### src/rtl/prog_loader.sv
`default_nettype none
// =============================================================================
// Module   : prog_loader
// Purpose  : Streams a boot image into imem, optionally XOR-checks it, then
//            releases the core from reset.
// Revision : 1.0 - initial release
// =============================================================================
module prog_loader #(
    parameter int                DATA_W      = 32,
    parameter int                ADDR_W      = 6,
    parameter logic [ADDR_W-1:0] BASE_ADDR   = '0,
    parameter bit                CHECKSUM_EN = 1'b1
) (
    input  logic              clk,
    input  logic              rst_n,
    input  logic              start,
    input  logic              abort,
    input  logic [ADDR_W:0]   len,
    input  logic              s_valid,
    input  logic [DATA_W-1:0] s_data,
    output logic              s_ready,
    output logic              mem_we,
    output logic [ADDR_W-1:0] mem_addr,
    output logic [DATA_W-1:0] mem_wdata,
    output logic              cpu_rst_n,
    output logic              busy,
    output logic              done,
    output logic              err
);

    localparam logic [1:0] IDLE  = 2'd0;
    localparam logic [1:0] LOAD  = 2'd1;
    localparam logic [1:0] CHECK = 2'd2;
    localparam logic [1:0] RUN   = 2'd3;

    localparam logic [ADDR_W:0] MAX_LEN = {1'b1, {ADDR_W{1'b0}}};
    localparam logic [ADDR_W:0] ONE     = {{ADDR_W{1'b0}}, 1'b1};

    logic [1:0]        state;
    logic [ADDR_W:0]   count;
    logic [ADDR_W:0]   len_q;
    logic [DATA_W-1:0] csum;
    logic              xfer;
    logic              len_ok;
    logic              last;

    assign s_ready   = ((state == LOAD) || (state == CHECK)) && !abort;
    assign xfer      = s_valid && s_ready;
    assign len_ok    = (len != '0) && (len <= MAX_LEN);
    assign last      = (count == (len_q - ONE));
    assign busy      = (state == LOAD) || (state == CHECK);
    assign done      = (state == RUN);
    assign cpu_rst_n = (state == RUN);

    always_ff @(posedge clk) begin
        if (!rst_n) begin
            state     <= IDLE;
            count     <= '0;
            len_q     <= '0;
            csum      <= '0;
            err       <= 1'b0;
            mem_we    <= 1'b0;
            mem_addr  <= '0;
            mem_wdata <= '0;
        end else begin
            mem_we <= 1'b0;
            case (state)
                IDLE, RUN: begin
                    if (start) begin
                        if (len_ok) begin
                            state <= LOAD;
                            len_q <= len;
                            count <= '0;
                            csum  <= '0;
                            err   <= 1'b0;
                        end else begin
                            state <= IDLE;
                            err   <= 1'b1;
                        end
                    end
                end
                LOAD: begin
                    if (abort) begin
                        err   <= 1'b1;
                        state <= IDLE;
                    end else if (xfer) begin
                        // Address wraps naturally at the ADDR_W boundary.
                        mem_we    <= 1'b1;
                        mem_addr  <= BASE_ADDR + count[ADDR_W-1:0];
                        mem_wdata <= s_data;
                        csum      <= csum ^ s_data;
                        count     <= count + ONE;
                        if (last) begin
                            state <= CHECKSUM_EN ? CHECK : RUN;
                        end
                    end
                end
                CHECK: begin
                    if (abort) begin
                        err   <= 1'b1;
                        state <= IDLE;
                    end else if (xfer) begin
                        if (s_data == csum) begin
                            state <= RUN;
                        end else begin
                            err   <= 1'b1;
                            state <= IDLE;
                        end
                    end
                end
                default: state <= IDLE;
            endcase
        end
    end

endmodule
`default_nettype wire

### config.mk
export PLATFORM = sky130hd
export DESIGN_NAME = prog_loader
export DESIGN_NICKNAME = d
export VERILOG_FILES = /design/src/rtl/prog_loader.sv
export SDC_FILE = /design/constraint.sdc
export NUM_CORES = 1
export LEC_CHECK = 0
export BUFFER_PORTS_ARGS = -buffer_cell sky130_fd_sc_hd__clkbuf_2
export CELL_PAD_IN_SITES_DETAIL_PLACEMENT = 2
export CELL_PAD_IN_SITES_GLOBAL_PLACEMENT = 2
export CORE_MARGIN = 1
export CORE_UTILIZATION = 34
export DETAILED_ROUTE_END_ITERATION = 6
export GPL_TIMING_DRIVEN = 0
export PLACE_DENSITY = 0.86
export SYNTH_ARGS = -nofsm -noshare
export SYNTH_HDL_FRONTEND = slang
export SYNTH_SLANG_ARGS = --single-unit
export TNS_END_PERCENT = 20
### constraint.sdc
create_clock -name clk -period 6.06 [get_ports clk]
set_input_delay 1.212 -clock clk [delete_from_list [all_inputs] [get_ports clk]]
set_output_delay 1.212 -clock clk [all_outputs]
set_load 0.02 [all_outputs]
==> results of run 1 <==
==> worst paths after layout <==
path / end / slack, ns / cells past startpoint
max: csum[22] / 2.68 / 9
min: mem_wdata[8] / 0.46 / 2
max reg2reg: csum[22] / 3.07 / 11
min reg2reg: mem_wdata[8] / 0.46 / 2
==> metal layers <==
metal  share of wire, %  vias to the layer above
li1                   -                     1948
met2                 52                       70
met5                  0                        -
met3                2.9                       14
met1                 44                     2006
met4                1.1                        0
==> logic make-up (layout without fill, tap and decap cells) <==
group | Yosys count | in the layout
DFF | 88 | 88
AOI/OAI and AO/OA | 124 | 124
muxes | 7 | 7
buffers and inverters | 41 | 144
xor gates and xnor gates | 45 | 45
adders and majority gates | 5 | 5
and+or+nand+nor | 201 | 201
==> power breakdown <==
| part | leakage (nW) | switching, mW | internal, mW |
|---|---|---|---|
| logic | 1.01 | 0.281 | 0.149 |
| registers | 0.710 | 0.0287 | 0.609 |
| clock network | 0.145 | 0.233 | 0.310 |
==> critical path, delay by kind of cell <==
kind,cells,cell delay (ns)
buffers and inverters,3,0.70
AO/OA/AOI/OAI,1,0.32
AND/OR/NAND/NOR,5,1.38
==> layout make-up <==
class | instances | area, µm²
Fill cell | 1329 | 6570
Clock buffer | 13 | 270
Multi-Input combinational cell | 382 | 2150
Sequential cell | 88 | 1760
Timing Repair Buffer | 87 | 435
Tap cell | 143 | 179
Inverter | 8 | 30.0
Clock inverter | 3 | 15.0
Buffer | 33 | 153
==> cells in the final DEF (no fill, tap or decap), drive strengths merged, types with 7 or more instances in the layout <==
master / synthesis / layout
clkbuf: 29 / 129
inv: 8 / 8
mux2i: 7 / 7
xnor2: 40 / 40
nor2: 57 / 57
nand4: 12 / 12
nand2: 77 / 77
o21ai: 34 / 34
dfxtp: 88 / 88
a21oi: 75 / 75
nor3: 35 / 35
==> registers in the layout, indices dropped and copies added, names as in the netlist <==
register / count
mem_addr: 6
len_q: 7
err: 1
state: 2
mem_we: 1
count: 7
mem_wdata: 32
csum: 32
==> results.yml, run 1 <==
outcome:
  run_status: "finished with violations"
  violations: "design-rule violations"
timing:
  worst_slack_ns: 2.68
  fin_skew_ns: 0.00542
  timing.slew.headroom_pct: 48.2
  fin_crit_sh_pct: 55.7
  max_slew.worst_pin.slew_ns: 0.769
  setup_viol: 0
  hold_viol: 0
  hold_slack_ns: 0.456
  period_needed_ns: 3.38
  max_freq_ghz: 0.296
  slew_violations: 0
  setup_tns_ns: 0
  rsz0062_at_grt: "false"
global_routing:
  grt_pass1_wl_mm: 22.6
  grt_util_met3_pct: 3.48
  gr-usage-met2_pct: 43.1
  busiest_layer: "met2"
  grt_overflow: 0
  grt_util_all_layers_pct: 23.1
  antenna_found_initial: 0
  grt_pass1_vias: 4371
  met1_usage_pct: 27.4
  grt_max_degree: 14
route:
  vias: 4038
  drt-vias-per-instance: 5.33
  drc_errors: 4
  drt-pass1-iter-count: 6
  routed_wl_mm: 13.9
  drt_iter0_markers: 131
  ant_nets: 0
  wire_per_inst_um: 18.3
clock_network:
  root_buffer: "clkbuf_16"
  cts_tree: "yes"
  clock_sinks: 88
  postCtsSetupRepairBufs: 0
  clkSlewWorstSetupHoldPaths_ns: 0.06
  htreeDepth: 3
  hold_buffers: 0
  cts.path.max_buffers: 2
  worstSkewPairLatency_ns: 0.34
  numCtsBuffers: 9
  postCtsResizedCells: 0
critical_path:
  crit_chain: "clkbuf_2, or4_1, nor4_1, o31a_1, nand2b_1, clkbuf_1, buf_2, nor2_1, nor3_1"
  critical_path_class: "input pin to flop"
  cp.arrival_ns: 3.62
  start_kind: "input pin"
  critPathLaunch: "len[0]"
  path_max_fanout: 10
  cp_slowest_cell: "or4_1"
  cp.required_ns: 6.30
  rr_startpoint: "state[0]"
  cp_slowest_stage_delay_ns: 0.55
  setup.worst_path.end_class: "flop"
power_and_ir_drop:
  p_leak_nw: 1.86
  power_mw: 1.61
  powerDensity_nw_per_um2: 323
  irDropWorstVdd_v: 0.000105
synth:
  syn_area_um2: 4090
  synth-simple-area-share_pct: 22.0
  yosys_warnings: 0
  yosysTopAreaCellShare_pct: 43.1
  synth_common_cells: "dfxtp_1 (88), nand2_1 (77), a21oi_1 (75)"
  synth_top_family_by_area: "simple AND/OR/NAND/NOR gates"
  synth_mux_area_share_pct: 1.71
  synth_area_leader_cell: "dfxtp_1"
  synthesis.nets: 560
  avgSynthCellArea_um2: 8.01
  yosys_register_bits: 88
  seq_area_frac_synth_pct: 43.1
  ys.flop_type: "dfxtp_1"
  synthesis.instances: 511
  yosysMostFrequentCell: "dfxtp_1"
  synthXorXnorAreaFrac_pct: 10.0
  synth_area_leaders: "dfxtp_1 (43%), a21oi_1 (9.2%), xnor2_1 (8.6%), nand2_1 (7.1%), nor2_1 (5.1%)"
  synth_compound_area_share_pct: 17.2
  synth_fa_ha_area_share_pct: 1.53
  synth.distinct_cells: 45
  synth_edf_count: 0
  synthArstFlopShare_pct: 0
die:
  num_rows: 39
  ios: 88
  die_y_um: 112
  core_area_um2: 11600
  initial_core_util_pct: 35.4
  dieArea_um2: 12500
  die_x_um: 112
place:
  hpwlAfterDp_mm: 10.1
  dp.cells: 741
  dp_slack_ns: 2.32
  gp_congestion: 0.771
  post_dp_cell_area_um2: 4710
  port_buffers: 87
finish:
  antenna_cells: 0
  synthToLayoutAreaGrowth_pct: 22.0
  final_area_um2: 4990
  final_nets: 658
  layoutNonFillerInstCount: 757
  layout-drive-gt1-share_pct: 19.4
  final_util_pct: 43.2
min_path:
  hold_start: "mem_wdata[8]"
  hp-class: "flop to flop"
run:
  drv_cap: 0
(Power assumes the default switching activity.)
==> inputs of run 2 (changes only) <==
Settings changed: CORE_UTILIZATION 34 to 31, PLACE_DENSITY 0.86 to 0.8.
Clock period 6.06 ns to 3.17 ns, I/O delays scaled along.
==> results.yml, run 2 (synthesis results as in run 1) <==
min_path:
  hp-class: "flop to flop"
die:
  ios: 88
  core_area_um2: 12700
  die_y_um: 117
  initial_core_util_pct: 32.2
  num_rows: 41
  die_x_um: 117
  dieArea_um2: 13700
finish:
  num-fill-cells: 1515
  final_nets: 657
  layout_common_cells: "clkbuf_2 (88), dfxtp_1 (88), nand2_1 (77)"
  multiInputGateArea_um2: 2150
  final_area_um2: 5070
  ff_latch_area_um2: 1760
  layout-drive-gt1-share_pct: 19.2
  reg.largest.list: "csum: 32 flops, mem_wdata: 32 flops"
  final_util_pct: 39.9
  antenna_cells: 0
  synthToLayoutAreaGrowth_pct: 24.0
timing:
  timing.slew.headroom_pct: 56.0
  rsz0062_at_grt: "false"
  setup_tns_ns: 0
  fin_skew_ns: 0.00865
  max_freq_ghz: 0.355
  hold_viol: 0
  slew_violations: 0
  period_needed_ns: 2.82
  hold_slack_ns: 0.458
  setup_viol: 0
  fin_crit_sh_pct: 88.9
  max_slew.worst_pin.slew_ns: 0.653
place:
  gp_congestion: 0.787
  port_buffers: 87
  hpwlAfterDp_mm: 10.2
  post_dp_cell_area_um2: 4740
route:
  drt-pass1-iter-count: 4
  routed_wl_mm: 13.8
  wire_per_inst_um: 17.6
  ant_nets: 0
  drc_errors: 0
  drt_iter0_markers: 128
  vias: 3984
  drt-vias-per-instance: 5.08
power_and_ir_drop:
  p_leak_nw: 1.88
  powerDensity_nw_per_um2: 640
  irDropWorstVdd_v: 0.000210
  power_mw: 3.25
critical_path:
  cp_slowest_stage_delay_ns: 0.41
  critical_path_class: "flop to flop"
  cp_slowest_cell: "nand4bb_1"
  setup.worst_path.end_class: "flop"
  cp.arrival_ns: 3.07
  path_delay_family: "simple AND/OR/NAND/NOR gates"
  cp.required_ns: 3.42
  path_max_fanout: 10
  cp_num_buf_inv: 4
  crit_chain: "inv_1, ha_1, clkbuf_8, nand4bb_1, o21ai_0, nand2b_1, clkbuf_1, buf_2, nor2_1, nor3_1"
  start_kind: "flop"
global_routing:
  grt_util_all_layers_pct: 21.3
  grt_pass1_vias: 4094
  grt_overflow: 0
  grt_pass1_wl_mm: 21.7
  antenna_found_initial: 0
  grt_max_degree: 14
clock_network:
  numCtsBuffers: 9
  root_buffer: "clkbuf_16"
  hold_buffers: 0
  clkSlewWorstSetupHoldPaths_ns: 0.06
  worstSkewPairLatency_ns: 0.35
  htreeDepth: 3
  postCtsResizedCells: 0
  postCtsSetupRepairBufs: 0
  cts_tree: "yes"
  cts.path.max_buffers: 2
  clock_sinks: 88
outcome:
  run_status: "finished, final reports clean"
run:
  drv_cap: 0
## run 2: layout make-up
cell class	count	area share, %
tap	172	4.24
clock buffer	14	5.40
timing repair buffer	87	8.58
multi-input combinational	382	42.3
sequential	88	34.7
inverter	8	0.592
clock inverter	2	1.18
buffer	32	2.94
## run 2: through the flow
step | std cells | setup WS, ns
6_report | 785 | 0.352
3_3_place_gp | 770 | 0.203
4_1_cts | 786 | 0.159
3_5_place_dp | 770 | 0.00194
2_1_floorplan | 511 | 0.647
5_1_grt | 785 | 0.0393
## run 2: per-layer routing
metal	routed length [µm]	vias to the layer above	track usage (%)
li1	-	1940	-
met1	6180	1953	25.5
met2	6850	74	37.9
met3	501	17	3.76
met4	251	0	8.52
met5	0	-	0
## run 2: path summary, 6_finish.rpt
kind | start | cells after the start | end | slack [ns]
worst min register to register | mem_wdata[19] | 2 | mem_wdata[19] | 0.46
worst max-delay path | state[0] | 10 | csum[17] | 0.35
worst max register to register | state[0] | 10 | csum[17] | 0.35
worst min-delay path | mem_wdata[19] | 2 | mem_wdata[19] | 0.46
## run 2: worst reg2reg max path: cells and delay by family (launching register included)
kind | cells | cell delay [ns]
flops | 1 | 0.39
compound gates | 1 | 0.34
buf+inv | 4 | 0.83
simple gates | 4 | 0.89
fa+ha+maj | 1 | 0.28
## run 2: power by group
part	total (mW)	internal, mW	leakage [nW]	switching, mW
Clock	1.20	0.757	0.163	0.444
Sequential	1.22	1.16	0.710	0.0558
Combinational	0.827	0.285	1.01	0.541
